**config.mk**
```make
export PLATFORM = sky130hd
export DESIGN_NAME = fifo_wr_arbiter
export DESIGN_NICKNAME = d
export VERILOG_FILES = /design/src/rtl/fifo_wr_arbiter.sv
export SDC_FILE = /design/constraint.sdc
export NUM_CORES = 1
export LEC_CHECK = 0
export BUFFER_PORTS_ARGS = -buffer_cell sky130_fd_sc_hd__buf_2
export CORE_MARGIN = 3
export CORE_UTILIZATION = 46
export CTS_BUF_LIST = sky130_fd_sc_hd__clkbuf_4 sky130_fd_sc_hd__clkbuf_8
export DETAILED_ROUTE_END_ITERATION = 6
export GPL_TIMING_DRIVEN = 0
export PLACE_DENSITY = 0.8
export SYNTH_ARGS = -nofsm -noshare
export SYNTH_HDL_FRONTEND = slang
export SYNTH_SLANG_ARGS = --single-unit
```
**constraint.sdc**
```tcl
create_clock -name clk -period 2.4 [get_ports clk]
set_input_delay 0.48 -clock clk [delete_from_list [all_inputs] [get_ports clk]]
set_output_delay 0.48 -clock clk [all_outputs]
set_load 0.005 [all_outputs]
```
**src/rtl/fifo_wr_arbiter.sv**
```systemverilog
// Round-robin arbiter sharing one fifo write port among NREQ valid/ready requesters.
// A grant is held for a whole packet or up to MAX_BURST beats, with one idle arbitration cycle between grants.
module fifo_wr_arbiter #(
   parameter int unsigned NREQ      = 4,
   parameter int unsigned DBIT      = 8,
   parameter int unsigned MAX_BURST = 16
) (
   input  logic                     clk,
   input  logic                     rst_n,
   input  logic [NREQ-1:0]          req_valid,
   input  logic [NREQ-1:0]          req_last,
   input  logic [NREQ*DBIT-1:0]     req_data,
   output logic [NREQ-1:0]          req_ready,
   input  logic                     fifo_full,
   output logic                     fifo_wr_en,
   output logic [DBIT-1:0]          fifo_wr_data,
   output logic                     grant_valid,
   output logic [$clog2(NREQ)-1:0]  grant_id
);

   localparam int unsigned IW = $clog2(NREQ);
   localparam int unsigned CW = $clog2(MAX_BURST + 1);

   typedef enum logic {IDLE, LOCKED} state_t;

   state_t          state_q, state_d;
   logic [IW-1:0]   rr_ptr_q, rr_ptr_d;
   logic [IW-1:0]   grant_id_q, grant_id_d;
   logic [CW-1:0]   beat_cnt_q, beat_cnt_d;

   logic            found;
   logic [IW-1:0]   winner;
   logic            owner_valid;
   logic            owner_last;
   logic [DBIT-1:0] owner_data;
   logic            beat;

   // First valid requester at or after rr_ptr, wrapping modulo NREQ
   always_comb begin
      found  = 1'b0;
      winner = '0;
      for (int unsigned k = 0; k < NREQ; k++) begin
         int unsigned   idx;
         logic [IW-1:0] idx_w;
         idx = 32'(rr_ptr_q) + k;
         if (idx >= NREQ) idx = idx - NREQ;
         idx_w = IW'(idx);
         if (!found && req_valid[idx_w]) begin
            found  = 1'b1;
            winner = idx_w;
         end
      end
   end

   always_comb begin
      owner_valid = 1'b0;
      owner_last  = 1'b0;
      owner_data  = '0;
      for (int unsigned k = 0; k < NREQ; k++) begin
         if (grant_id_q == IW'(k)) begin
            owner_valid = req_valid[k];
            owner_last  = req_last[k];
            owner_data  = req_data[k*DBIT +: DBIT];
         end
      end
   end

   assign beat = (state_q == LOCKED) && owner_valid && !fifo_full;

   always_ff @(posedge clk or negedge rst_n) begin
      if (!rst_n) begin
         state_q    <= IDLE;
         rr_ptr_q   <= '0;
         grant_id_q <= '0;
         beat_cnt_q <= '0;
      end else begin
         state_q    <= state_d;
         rr_ptr_q   <= rr_ptr_d;
         grant_id_q <= grant_id_d;
         beat_cnt_q <= beat_cnt_d;
      end
   end

   // Write path is combinational off the owner's valid so a beat lands the same cycle it is offered
   always_comb begin
      state_d      = state_q;
      rr_ptr_d     = rr_ptr_q;
      grant_id_d   = grant_id_q;
      beat_cnt_d   = beat_cnt_q;
      req_ready    = '0;
      fifo_wr_en   = 1'b0;
      fifo_wr_data = '0;
      case (state_q)
         IDLE: begin
            if (found) begin
               grant_id_d = winner;
               beat_cnt_d = '0;
               state_d    = LOCKED;
            end
         end
         LOCKED: begin
            if (beat) begin
               req_ready[grant_id_q] = 1'b1;
               fifo_wr_en            = 1'b1;
               fifo_wr_data          = owner_data;
               beat_cnt_d            = beat_cnt_q + CW'(1);
               if (owner_last || (beat_cnt_q == CW'(MAX_BURST - 1))) begin
                  state_d  = IDLE;
                  rr_ptr_d = (grant_id_q == IW'(NREQ - 1)) ? '0 : grant_id_q + IW'(1);
               end
            end
         end
         default: state_d = IDLE;
      endcase
   end

   assign grant_valid = (state_q == LOCKED);
   assign grant_id    = grant_id_q;

endmodule

```
Word-level counts from Yosys, hierarchy flattened. Index checks and enable logic that the tools add are counted.

Flip-flop bits (word level): 10. Input bits: 43. Output and inout bits: 16. Logic and storage cells: 93.

$add $sub $neg: 9. Magnitude comparators: 10. Eq/ne operators: 6. Muxes and demuxes: 48. Bitwise operators: 1. Reduce and logical (&&, ||, !) cells: 15.

Operators with widths (number): two-way mux 8 bit (6); two-way mux 1 bit (22); two-way mux 2 bit (9); < comparator 2 x 3 -> 1 bit, second input constant (5); two-way mux 5 bit (2); one-hot mux 5 bit (2 select lines) (1); greater-or-equal comparator 3 bit, second input constant (3); binary-select mux 1 bit (select 2 bit) (4); two-way mux 4 bit (2); subtractor 2 x 1 -> 2 bit, second input constant (4); adder 2 x 2 -> 3 bit, second input constant (2); logical AND 1 bit (6); adder 5 x 1 -> 5 bit, second input constant (1); equality test 5 x 4 -> 1 bit, second input constant (1); equality test 2 bit, second input constant (2); zero test 1 bit (4); AND reduction 2 bit (2); adder 2 x 1 -> 3 bit, second input constant (1); greater-or-equal comparator 2 x 3 -> 1 bit, second input constant (1); AND reduction 3 bit (1); adder 2 x 1 -> 2 bit, second input constant (1); demux 1 bit (select 2 bit) (1); equality test 2 x 1 -> 1 bit, second input constant (1); greater-or-equal comparator 2 x 1 -> 1 bit, second input constant (1); 6 further kinds (6).

Longest topological paths before layout.
Word-level depth: 16. Gate-level depth with buffers: 8. Gate-level depth less buffers: 6.

Worst setup path after synthesis. No wires, ideal clock.

Kind: register to output. Start: reg grant_id_q[0] (netlist: grant_id[0]). End: out fifo_wr_data[0]. Arrival time: 1.702 ns. Data required time: 1.920 ns. Slack: 0.218 ns. Stages on the path, launching flop included: 7. Buffers on the path: 1. Cell sequence: dfrtp_1 -> ha_1 -> or3b_4 -> a211oi_4 -> nor2_2 -> buf_2 -> nor2_1.

Word-level cells in the longest chain between the ends: 9. Elaborated cells between the ends (all ways): 16. Classes of those cells: eq/ne (3); mux (10); reduce/logical (3).

Ends and longest elaborated chain: start, declared (RTL line 28) `logic [IW-1:0] grant_id_q, grant_id_d;`; start signal, assigned (RTL line 79) `grant_id_q <= grant_id_d;`; zero test 2 bit (RTL line 60) `if (grant_id_q == IW'(k)) begin`; two-way mux 1 bit (4 in a row) (RTL line 60); logical AND 1 bit (2 in a row) (RTL line 68) `assign beat = (state_q == LOCKED) && owner_valid && !fifo_full;`; two-way mux 8 bit * (RTL line 102) `if (beat) begin`; two-way mux 8 bit * (RTL line 93) `case (state_q)`; end, declared (RTL line 16) `output logic [DBIT-1:0] fifo_wr_data,`.

Every way passes the cells marked *; elsewhere a longest branch is shown, timed or not.

Worst setup path after layout.
Start: reg grant_id_q[0] (netlist: grant_id[0]). End: out fifo_wr_data[6].

Same word-level chain as after synthesis.

==> results.ini <==
[outcome]
status = complete, but fails checks
violations = negative setup slack

[logic_synthesis]
synth_seq_cells = 10
synthMostInstantiatedCell = a21oi_1
synth.top_cell.area_share = 0.233
syn_area_sq_um = 1070
yosysUniqueCellTypes = 39
ys_top_cells_by_area = dfrtp_1 23%, a21oi_1 8.4%, ha_1 7.0%
synth_top_area_cell = dfrtp_1
ys_warn_count = 0
synth_cells = 141
synth_commonest_cells = 18 x a21oi_1, 15 x inv_1, 14 x o21ai_0
synth_nets = 190
avgSynthCellArea_sq_um = 7.61
async_flop_share = 1.00
synth_flop_cell = dfrtp_1
synth_edf_count = 0
seq_area_frac_synth = 0.233

[critical_path]
crit_type = flip-flop to output port
critPathRequiredTime_ps = 1920
crit_fanout = 5
arrival_ps = 1960
ff2ff_setup_slack_ps = 320
cp-start-kind = flip-flop
cp-end-kind = output port

[die]
chipWidth_microns = 54.3
start_util = 0.516
core_sq_um = 2080
fp.dieH_microns = 54.3
die_area_sq_um = 2950
io_pins = 59
num_rows = 16

[detailed_routing]
viasPerCell = 5.39
drcViolationCount = 0
wl_met2_mm = 1.64
routed.top_layer = met4
m1WireLength_mm = 1.45
routed_wl_mm = 3.44
routed-wl-met3_microns = 260
num_vias = 1289
firstDrtPassIters = 4
wl_per_cell_microns = 14.4
ant_nets = 0
drt_iter0_drc = 44

[pwr]
power.density_nw_per_um2 = 1020
ir_drop_v = 0.000765
p_seq_frac = 0.182
power_frac_clock = 0.094
power.net_switching_mw = 0.712
p_sw_frac = 0.443
p_comb_frac = 0.723
p_total_mw = 1.61
p_int_mw = 0.895
p_leak_nw = 0.840

[timing]
hold_violations = 0
setup_ws_ps = -43.6
period_needed_ps = 2440
rsz0062_at_grt = yes
fin_crit_sh = 1.02
fmax_ghz = 0.409
drv_slew = 0
setup_violations = 9
finClkSkew_ps = 3.91
worstMarginPinSlew_ps = 430
slew_headroom = 0.711

[global_routing]
gr-total-overflow = 0
grt_pass1_wl_mm = 5.21
grt_max_degree = 11
first_global_vias = 1180
antenna_found_initial = 0
groute.usage.overall = 0.239

[job]
cap_violations = 0

[clock_network]
clockRootBuffer = clkbuf_4
cts_tree = done
ctsHoldBuffers = 0
insertion_delay_ps = 260
clk_pin_slew_worst_paths_ps = 70
clock-sinks = 10
clockBufferDepth = 2
htree_levels = 1
cts_buffers = 3

[cells_and_area]
syn_to_final_growth_pct = 47.1
final_area_sq_um = 1580
multi_input_area_sq_um = 757
register_area_sq_um = 250
drive_above_1_share = 0.481
num_antenna_cells = 0
fin_cells = 239
fill_cells = 148
nets = 262

[worst_hold_path]
hp-class = input port to asynchronous set/reset pin

[place]
place_inst = 226
dp_hpwl_mm = 2.54
place_congestion = 0.779
io_buffers = 58
place_area_sq_um = 1400

critical path: stages (launching register included):
cell,delay [ps]
dfrtp_1,430
ha_2,200
or3b_4,400
a211oi_4,230
nor2_4,90
buf_6,150
nor2_1,80
buf_2,110
state kept, by name (all words and copies together) (netlist names):
name	count
beat_cnt_q	5
grant_id	2
grant_valid	1
rr_ptr_q	2
per-layer routing:
metal	vias to the layer above	GRT usage
met2	59	0.414
met4	0	0.124
li1	638	-
met5	-	0
met3	12	0.0327
met1	580	0.284
worst paths after layout:
kind | startpoint | endpoint | cells past startpoint
min in group clk | beat_cnt_q[2]$_DFFE_PN0P_ | beat_cnt_q[2]$_DFFE_PN0P_ | 1
worst max register to register | grant_id[0]$_DFFE_PN0P_ | rr_ptr_q[1]$_DFFE_PN0P_ | 6
worst max-delay path | grant_id[0]$_DFFE_PN0P_ | fifo_wr_data[6] | 7
worst min-delay path | rst_n | beat_cnt_q[1]$_DFFE_PN0P_ | 1
worst min register to register | beat_cnt_q[2]$_DFFE_PN0P_ | beat_cnt_q[2]$_DFFE_PN0P_ | 1
max in group asynchronous | rst_n | beat_cnt_q[0]$_DFFE_PN0P_ | 1
timing repair:
action | in CTS | in global routing
gates resized for setup | 14 | 18
gates cloned | 1 | 0
endpoints found under the setup margin | 12 | 12
pin swaps | 12 | 2
setup buffers | 7 | 1
layout make-up:
cell class	instances	area share
multi-input combinational	106	0.479
timing repair buffer	67	0.235
sequential	10	0.158
buffer	10	0.0468
inverter	15	0.0357
clock buffer	4	0.0230
tap	27	0.0214
stage by stage:
step / setup TNS, ps / util / hold WS (ps) / setup slack [ps]
after global routing: -845 / 0.758 / 65.6 / -99.7
final: -256 / 0.758 / 69.1 / -43.6
after floorplan: 0 / - / 184 / 218
after CTS: -770 / 0.734 / 62.3 / -94.9
after global placement: -113 / 0.671 / 346 / -43.8
after detailed placement: -428 / 0.671 / 352 / -82.1
power by group through the flow:
stage	Clock (mW)	Combinational, mW	Sequential (mW)
final	0.152	1.16	0.293
after global routing	0.164	1.28	0.305
after CTS	0.159	1.07	0.292
after detailed placement	0	0.930	0.298
after floorplan	0	0.689	0.286
after global placement	0	0.897	0.293
logic make-up after synthesis:
kind of cell,after synthesis,share of synthesized area
AND/OR/NAND/NOR,42,0.203
buffers and inverters,25,0.100
multiplexers,5,0.0559
AO/OA/AOI/OAI,53,0.338
adder cells (fa/ha/maj),6,0.0699
flip-flops,10,0.233
placed cells by master, fill, tap and decap left out, types with 4 or more instances in the layout:
cell | Yosys | routed
inv_1 | 15 | 14
dfrtp_1 | 10 | 10
buf_6 | 1 | 6
buf_2 | 5 | 60
o21ai_0 | 14 | 14
nor2_1 | 10 | 5
clkbuf_4 | 0 | 4
a22oi_1 | 9 | 9
buf_4 | 0 | 8
a21oi_1 | 18 | 17
nand2_1 | 12 | 12
No activity file was read; power rests on OpenSTA's default activity.
